$ cat src/rtl/bp_me_host_client.sv
// bp_me_host_client: BedRock initiator that turns a byte stream plus one finish code into
// uncached writes to the host putch/finish registers, one request outstanding at a time.
module bp_me_host_client #(
  parameter int core_id_p = 0,
  parameter int buf_els_p = 4,
  parameter int paddr_width_p = 40,
  parameter int bedrock_fill_width_p = 64,
  parameter int lce_id_width_p = 8,
  parameter logic [paddr_width_p-1:0] putch_core_match_addr_gp = 'h0010_3000,
  parameter logic [paddr_width_p-1:0] finish_match_addr_gp = 'h0010_2000,
  localparam int mem_fwd_header_width_lp = lce_id_width_p + 3 + paddr_width_p + 4,
  localparam int mem_rev_header_width_lp = mem_fwd_header_width_lp
) (
  input  logic                               clk_i,
  input  logic                               reset_n_i,
  input  logic [7:0]                         char_i,
  input  logic                               char_v_i,
  output logic                               char_ready_and_o,
  input  logic [7:0]                         finish_code_i,
  input  logic                               finish_v_i,
  output logic                               finish_ready_and_o,
  output logic [mem_fwd_header_width_lp-1:0] mem_fwd_header_o,
  output logic [bedrock_fill_width_p-1:0]    mem_fwd_data_o,
  output logic                               mem_fwd_v_o,
  input  logic                               mem_fwd_ready_and_i,
  input  logic [mem_rev_header_width_lp-1:0] mem_rev_header_i,
  input  logic [bedrock_fill_width_p-1:0]    mem_rev_data_i,
  input  logic                               mem_rev_v_i,
  output logic                               mem_rev_ready_and_o,
  output logic                               busy_o,
  output logic                               done_o,
  output logic                               err_o
);
  typedef enum logic [1:0] {e_idle, e_send, e_wait, e_done} state_e;
  localparam logic [3:0] uc_wr_lp = 4'd3;
  localparam logic [2:0] size_1_lp = 3'd0;
  localparam logic [2:0] size_8_lp = 3'd3;
  localparam int lg_lp = $clog2(buf_els_p);
  localparam logic [paddr_width_p-1:0] off_lp = paddr_width_p'(core_id_p) << 3;
  localparam logic [lce_id_width_p-1:0] lce_lp = lce_id_width_p'(core_id_p);

  state_e state_q, state_d;
  logic [7:0] buf_q [buf_els_p];
  logic [lg_lp-1:0] rd_q, rd_d, wr_q, wr_d;
  logic [lg_lp:0] cnt_q, cnt_d;
  logic [mem_fwd_header_width_lp-1:0] hdr_q, hdr_d;
  logic [bedrock_fill_width_p-1:0] data_q, data_d;
  logic [7:0] code_q, code_d;
  logic fin_q, fin_d, pend_q, pend_d, done_q, done_d, err_q, err_d;
  logic push, pop, fin_acc, rev_acc, full, empty;
  logic [paddr_width_p-1:0] rev_addr;
  logic [3:0] rev_type;
  logic unused;

  assign empty = cnt_q == '0;
  assign full = cnt_q == (lg_lp+1)'(buf_els_p);
  // Readies are gated by the reset pin so they drop the instant reset asserts
  assign char_ready_and_o = reset_n_i & ~full & ~pend_q & ~done_q;
  assign finish_ready_and_o = reset_n_i & ~pend_q & ~done_q;
  assign mem_rev_ready_and_o = reset_n_i;
  assign push = char_v_i & char_ready_and_o;
  assign fin_acc = finish_v_i & finish_ready_and_o;
  assign rev_acc = mem_rev_v_i & mem_rev_ready_and_o;
  assign pop = (state_q == e_idle) & ~empty;
  assign {rev_addr, rev_type} = mem_rev_header_i[paddr_width_p+3:0];
  assign unused = ^{mem_rev_data_i, mem_rev_header_i[mem_rev_header_width_lp-1:paddr_width_p+4]};
  assign mem_fwd_header_o = hdr_q;
  assign mem_fwd_data_o = data_q;
  assign mem_fwd_v_o = state_q == e_send;
  assign busy_o = (state_q == e_send) | (state_q == e_wait) | ~empty;
  assign done_o = done_q;
  assign err_o = err_q;

  always_comb begin
    state_d = state_q;
    hdr_d = hdr_q;
    data_d = data_q;
    fin_d = fin_q;
    rd_d = rd_q + lg_lp'(pop);
    wr_d = wr_q + lg_lp'(push);
    cnt_d = cnt_q + (lg_lp+1)'(push) - (lg_lp+1)'(pop);
    pend_d = pend_q | fin_acc;
    code_d = fin_acc ? finish_code_i : code_q;
    done_d = done_q;
    err_d = err_q | (rev_acc & (state_q != e_wait));
    case (state_q)
      e_idle:
        if (!empty) begin
          hdr_d = {lce_lp, size_1_lp, putch_core_match_addr_gp + off_lp, uc_wr_lp};
          data_d = {(bedrock_fill_width_p/8){buf_q[rd_q]}};
          fin_d = 1'b0;
          state_d = e_send;
        end else if (pend_q) begin
          hdr_d = {lce_lp, size_8_lp, finish_match_addr_gp + off_lp, uc_wr_lp};
          data_d = {(bedrock_fill_width_p/64){56'b0, code_q}};
          fin_d = 1'b1;
          state_d = e_send;
        end
      e_send: state_d = mem_fwd_ready_and_i ? e_wait : e_send;
      e_wait:
        if (rev_acc) begin
          err_d = err_q | (rev_type != uc_wr_lp) | (rev_addr != hdr_q[paddr_width_p+3:4]);
          state_d = fin_q ? e_done : e_idle;
          done_d = done_q | fin_q;
          pend_d = fin_q ? 1'b0 : pend_q;
        end
      default: ;
    endcase
  end

  always_ff @(posedge clk_i or negedge reset_n_i)
    if (!reset_n_i) begin
      state_q <= e_idle;
      rd_q <= '0;
      wr_q <= '0;
      cnt_q <= '0;
      hdr_q <= '0;
      data_q <= '0;
      code_q <= '0;
      fin_q <= 1'b0;
      pend_q <= 1'b0;
      done_q <= 1'b0;
      err_q <= 1'b0;
    end else begin
      state_q <= state_d;
      rd_q <= rd_d;
      wr_q <= wr_d;
      cnt_q <= cnt_d;
      hdr_q <= hdr_d;
      data_q <= data_d;
      code_q <= code_d;
      fin_q <= fin_d;
      pend_q <= pend_d;
      done_q <= done_d;
      err_q <= err_d;
    end

  always_ff @(posedge clk_i)
    if (push) buf_q[wr_q] <= char_i;
endmodule

$ cat config.mk
export PLATFORM = sky130hd
export DESIGN_NAME = bp_me_host_client
export DESIGN_NICKNAME = d
export VERILOG_FILES = /design/src/rtl/bp_me_host_client.sv
export SDC_FILE = /design/constraint.sdc
export NUM_CORES = 1
export LEC_CHECK = 0
export ABC_AREA = 0
export ABC_CLOCK_PERIOD_IN_PS = 5400
export BUFFER_PORTS_ARGS = -buffer_cell sky130_fd_sc_hd__buf_2
export CORE_AREA = 2 2 104 106
export CTS_CLUSTER_SIZE = 10
export DETAILED_ROUTE_END_ITERATION = 7
export DIE_AREA = 0 0 106 108
export GPL_ROUTABILITY_DRIVEN = 1
export GPL_TIMING_DRIVEN = 0
export PLACE_DENSITY = 0.71
export SYNTH_ARGS = -nofsm -noshare
export SYNTH_HDL_FRONTEND = slang
export SYNTH_SLANG_ARGS = --single-unit
$ cat constraint.sdc
create_clock -name clk_i -period 5.4 [get_ports clk_i]
set_input_delay 0.81 -clock clk_i [delete_from_list [all_inputs] [get_ports clk_i]]
set_output_delay 0.81 -clock clk_i [all_outputs]
set_load 0.05 [all_outputs]
# After elaboration in Yosys (flattened, before gate mapping)
# Memories as Yosys holds them, arrays and structs flattened.
# Index checks and enable logic that the tools add are counted.
[op_classes]
n_addsub = 4
n_eq_ne = 10
muxes = 19
n_bitwise = 21
n_reduce_logical = 6
[ops]
columns = ["operator", "count"]
rows = [
  ["$mux W64", 2],
  ["$mux W55", 2],
  ["$ne A40 B40 Y1", 1],
  ["$and A1 B1 Y1", 10],
  ["$mux W2", 5],
  ["$mux W1", 9],
  ["$or A1 B1 Y1", 7],
  ["$ne A2 B2 Y1 const B", 3],
  ["$ne A3 B3 Y1 const B", 2],
  ["$pmux W2 S3", 1],
  ["$add A2 B1 Y2", 2],
  ["$ne A4 B2 Y1 const B", 1],
  ["$not A1 Y1", 4],
  ["$reduce_and A2 Y1", 2],
  ["$add A3 B1 Y3", 1],
  ["$eq A3 B3 Y1 const B", 1],
  ["$logic_not A3 Y1", 1],
  ["$reduce_and A3 Y1", 1],
  ["$reduce_bool A3 Y1", 1],
  ["$sub A3 B1 Y3", 1],
  ["$eq A2 B1 Y1 const B", 1],
  ["$eq A2 B2 Y1 const B", 1],
  ["$logic_not A2 Y1", 1],
]
[word_totals]
register_bits = 140
ram_bits = 32
in_bits = 141
elab_cells = 72
mem_count = 1
[mem_list]
columns = ["memory", "depth", "word_bits", "read_ports", "rd_ports_with_merged_regs", "wr", "line_no", "text"]
rows = [
  ["buf_q", 4, 8, 1, 0, 1, "43", "logic [7:0] buf_q [buf_els_p];"],
]

# Logic depth before layout (Yosys ltp)
[logic_depth]
ltp_word = 8
mapped_depth = 10
mapped_depth_nobuf = 9

# Worst setup path before layout
# Ideal clock, no wire load.
[synth_timing]
path_kind = "in2reg"
start = "in reset_n_i"
end = "reg cnt_q[2]"
arrival_ps = 3489
setup_slack_ps = 1788
path_stages = 9
path_cell_list = "nor3b_2 > a21boi_2 > nand2_2 > ha_1 > inv_1 > ha_1 > fa_1 > xnor2_1 > xnor2_1"
[synth_between]
elab_chain_cells = 6
[synth_lines]
columns = ["item", "line_no", "text"]
rows = [
  ["from (decl)", "15", "input logic reset_n_i,"],
  ["$and A1 B1 Y1 (3 in a row)", "58", "assign char_ready_and_o = reset_n_i & ~full & ~pend_q & ~done_q;"],
  ["net char_ready_and_o", "18", "output logic char_ready_and_o,"],
  ["$and A1 B1 Y1", "61", "assign push = char_v_i & char_ready_and_o;"],
  ["$add A3 B1 Y3", "81", "cnt_d = cnt_q + (lg_lp+1)'(push) - (lg_lp+1)'(pop);"],
  ["$sub A3 B1 Y3", "81", ""],
  ["net cnt_d[2]", "45", "logic [lg_lp:0] cnt_q, cnt_d;"],
  ["to (signal assigned)", "128", "cnt_q <= cnt_d;"],
  ["to (decl)", "45", ""],
]
# The timed path passes the listed nets, and every way through them passes these cells.
# A chain may end at the register's enable or synchronous reset.

# Worst setup path in the final report
[layout_timing]
start = "in reset_n_i"
end = "mem buf_q[0][3] (enable)"
[layout_between]
elab_chain_cells = 6
[layout_lines]
columns = ["item", "line_no", "text"]
rows = [
  ["$and A1 B1 Y1 (3 in a row)", "58", ""],
  ["$and A1 B1 Y1", "61", ""],
  ["$mux W1", "139", "if (push) buf_q[wr_q] <= char_i;"],
  ["$mux W1 (implied by the code)", "139", ""],
  ["to (decl)", "43", ""],
]
# No other way between the ends.

==> results.md <==
- Status: finished clean
- Placer Congestion: 0.815
- Final hold viol count: 0
- Finished Core Util: 49.7%
- Power Density: 671 mW/mm^2
- Achievable frequency: 302 MHz
- Wire length of the first global-routing pass: 13000 um
- Via count of the routed design: 2768
- Maximum fanout along the worst path: 43
- Fraction of synthesized cell area taken by the top area cell type: 25.7%
- Fraction of final layout cells with drive strength greater than 1: 56.2%
- Area inside the core boundary: 0.0102 mm^2
- Post-synthesis instance total: 317
- Hold Path Stages: 2
- Ys flop type: sky130_fd_sc_hd__dfrtp_1
- Die footprint: 0.0114 mm^2
- Min-Delay Startpoint: mem_fwd_data_o[6]
- Worst min-delay path endpoint: mem_fwd_data_o[6]
- Unrepaired setup endpoints after global routing: no
- Most frequent cells after synthesis: 104 x sky130_fd_sc_hd__buf_4, 39 x sky130_fd_sc_hd__dfrtp_1, 38 x sky130_fd_sc_hd__nand2_1
- Req. time, crit path: 5350 ps
- Final HPWL from detailed placement: 6620 um
- Cell types occupying the most area after synthesis: sky130_fd_sc_hd__dfrtp_1 26%, sky130_fd_sc_hd__edfxtp_1 25%, sky130_fd_sc_hd__buf_4 21%
- Count of buffering cells on the critical path with inverters included: 1
- Highest-delay cell along the critical path: sky130_fd_sc_hd__nor3_1
- Largest stage delay on the critical path: 970 ps
- Crit-path cells: buf_2, nor3b_2, a21boi_2, nand2_2, nor3_1
- Max-slew headroom: 15.9%
- Initial DRT Pass Iterations: 4
- RR Startpoint: pend_q
- Worst endpoint data arrival time: 3260 ps
- Total routed wirelength: 8340 um
- Clock-pin slew reported for the worst setup and hold paths after clock tree synthesis: 70 ps
- Part of the cycle the worst path needs: 61.4%
- Register-to-register setup slack: 2880 ps
- Clock tree from TritonCTS: done
- Per-instance average area after synthesis: 12.0 um^2
- Layout overhead on the synthesized area: 34.0%
- Minimum clock period after layout: 3310 ps
- Post-synthesis cell type count: 44
- Clock Skews: 8.93 ps
- WL/cell: 12.6 um
- Number of antenna violations at the first check in global routing: 2
- Final count of negative-setup-slack endpoints: 0
- Async set-or-reset flop fraction in the synthesized netlist: 54.9%
- Number of DRC violations after detailed-routing iteration 0: 125
- Residual DRC: 0
- Vias in the first global route: 2604
- PostCTS Resize Cnt: 0
- End of the worst register-to-register path: buf_q[0][3]
- Initial Utilization: 37.1%
- Post-DRT Antenna Nets: 0
- Port Buffer Count: 143
- Post-synth EDFFs: 32
- Leak pwr: 2.61 nW
- Number of buffers inserted during clock tree synthesis: 9
- Buffer cell driving the clock tree root: sky130_fd_sc_hd__clkbuf_8
- Sort of element at the start of the critical path: input port
- Total global-route track usage: 14.8%
- Number of synthesized register bits: 71
- Maximum number of pins on one net before global-route repair: 44
- Post-DR vias/cell: 4.19
- Number of buffers added to fix hold violations after cts: 0
- Boundary pin count: 267
- Post-CTS setup buffer count: 0
- Height of the chip: 108 um
- Most area-hungry cell type in the Yosys netlist: sky130_fd_sc_hd__dfrtp_1
- CTS HTree Levels: 3
- Nets@finish: 668
- Synth warnings: 0
- Cell area after technology mapping: 0.00380 mm^2
- Highest ir drop seen on vdd: 0.280 mV
- Total global routing overflow: 0
- Number of core rows: 37
- Worst Tran Pin Value: 1250 ps
- Count leader, synth: sky130_fd_sc_hd__buf_4
- Die width: 106 um
- Skew-Pair Late Insertion Delay: 340 ps
- Depth of the worst register-to-register path: 4
- Count of max-cap constraint violations: 0
- Tightest Hold Check Type: reg -> reg
- Category of the most critical setup path: in -> reg
- Sum of negative setup slack: 0 ps
- Final count of pins violating max slew: 0
- Family with the most delay on the worst path: simple AND/OR/NAND/NOR gates
- Buffer depth of the longest clock path: 2
- Post-synthesis sequential area ratio: 51.0%
- Crit. End Element: register
- TritonCTS Sinks: 71
[per-layer routing]
| layer | share of wire (%) | routed length (um) | vias to the layer above | track usage, % |
|---|---|---|---|---|
| li1 | - | - | 1345 | - |
| met1 | 41 | 3450 | 1277 | 18.6 |
| met2 | 49 | 4070 | 137 | 24.4 |
| met3 | 9.1 | 759 | 9 | 4.04 |
| met4 | 0.73 | 61 | 0 | 6.02 |
| met5 | 0 | 0 | - | 0 |
[state kept, by name, indices dropped and copies added (netlist names)]
signal,cells
mem_fwd_header_o,3
err_o,1
pend_q,1
buf_q,32
code_q,8
mem_fwd_data_o,16
cnt_q,3
state_q,2
done_o,1
wr_q,2
rd_q,2
[worst reg2reg max path: cells and delay by family, from the launching register on]
family           cells  cell delay, ps
AND/OR/NAND/NOR      3            1390
flip-flops           1             480
AO/OA/AOI/OAI        1             260
[cell families (layout without fill, tap and decap cells)]
| kind of cell | Yosys count | after routing | share of synthesized area, % |
|---|---|---|---|
| flip-flops | 71 | 71 | 51.0 |
| adder cells (fa/ha/maj) | 9 | 9 | 3.16 |
| buffers and inverters | 115 | 274 | 22.1 |
| multiplexers | 18 | 18 | 7.78 |
| AND/OR/NAND/NOR | 87 | 87 | 11.9 |
| AO/OA/AOI/OAI | 11 | 11 | 2.77 |
| other | 1 | 50 | 0.0988 |
| XOR/XNOR | 5 | 5 | 1.15 |
[how the worst max path moves through the flow]
stage	start	to	slack, ps	cells past startpoint
floorplan	reset_n_i	cnt_q[2]	1790	9
global placement	reset_n_i	buf_q[2][7]	1560	5
detailed placement	reset_n_i	buf_q[2][5]	1550	5
CTS	reset_n_i	buf_q[2][3]	1910	5
global route	reset_n_i	buf_q[0][3]	1760	5
finish	reset_n_i	buf_q[0][3]	2090	5
[power by group]
group / switching [mW] / leakage, nW / internal, mW
sequential: 0.153 / 0.754 / 0.715
clock: 0.200 / 0.108 / 0.261
combinational: 1.42 / 1.74 / 0.670
total: 1.77 / 2.61 / 1.65
[per-stage QoR]
stage               total power, mW  hold slack [ps]  cells  instance area [um^2]  setup slack [ps]
detailed placement             2.98              478    643                  4860              1550
global placement               2.93              474    643                  4860              1560
CTS                            3.45              498    659                  5080              1910
global route                   3.60              512    659                  5080              1760
floorplan                      2.55              473    364                  3970              1790
finish                         3.41              494    661                  5090              2090
[cells in the final DEF, fill, tap and decap left out, types with 3 or more instances in the layout]
cell type	netlist	layout
sky130_fd_sc_hd__buf_2	1	144
sky130_fd_sc_hd__buf_4	104	104
sky130_fd_sc_hd__clkbuf_8	0	9
sky130_fd_sc_hd__conb_1	1	48
sky130_fd_sc_hd__dfrtp_1	39	39
sky130_fd_sc_hd__edfxtp_1	32	32
sky130_fd_sc_hd__ha_1	8	8
sky130_fd_sc_hd__inv_1	6	6
sky130_fd_sc_hd__mux2_2	8	8
sky130_fd_sc_hd__mux4_2	8	8
sky130_fd_sc_hd__nand2_1	38	38
sky130_fd_sc_hd__nand2b_1	3	3
sky130_fd_sc_hd__nand3_1	18	18
sky130_fd_sc_hd__nand4_1	3	3
sky130_fd_sc_hd__nor3b_2	2	3
sky130_fd_sc_hd__nor4_1	8	8
sky130_fd_sc_hd__xnor2_1	3	3
[final cells by class]
| class | instances | area (um^2) |
|---|---|---|
| plain buffers | 108 | 812 |
| clock buffers | 9 | 124 |
| clock inverters | 7 | 93.8 |
| multi-input cells | 178 | 1200 |
| well taps | 136 | 170 |
| diodes | 2 | 5.00 |
| fillers | 938 | 5140 |
| repair buffers | 143 | 716 |
| inverters | 7 | 26.3 |
| flip-flops and latches | 71 | 1940 |
No activity file was read; power rests on OpenSTA's default activity.
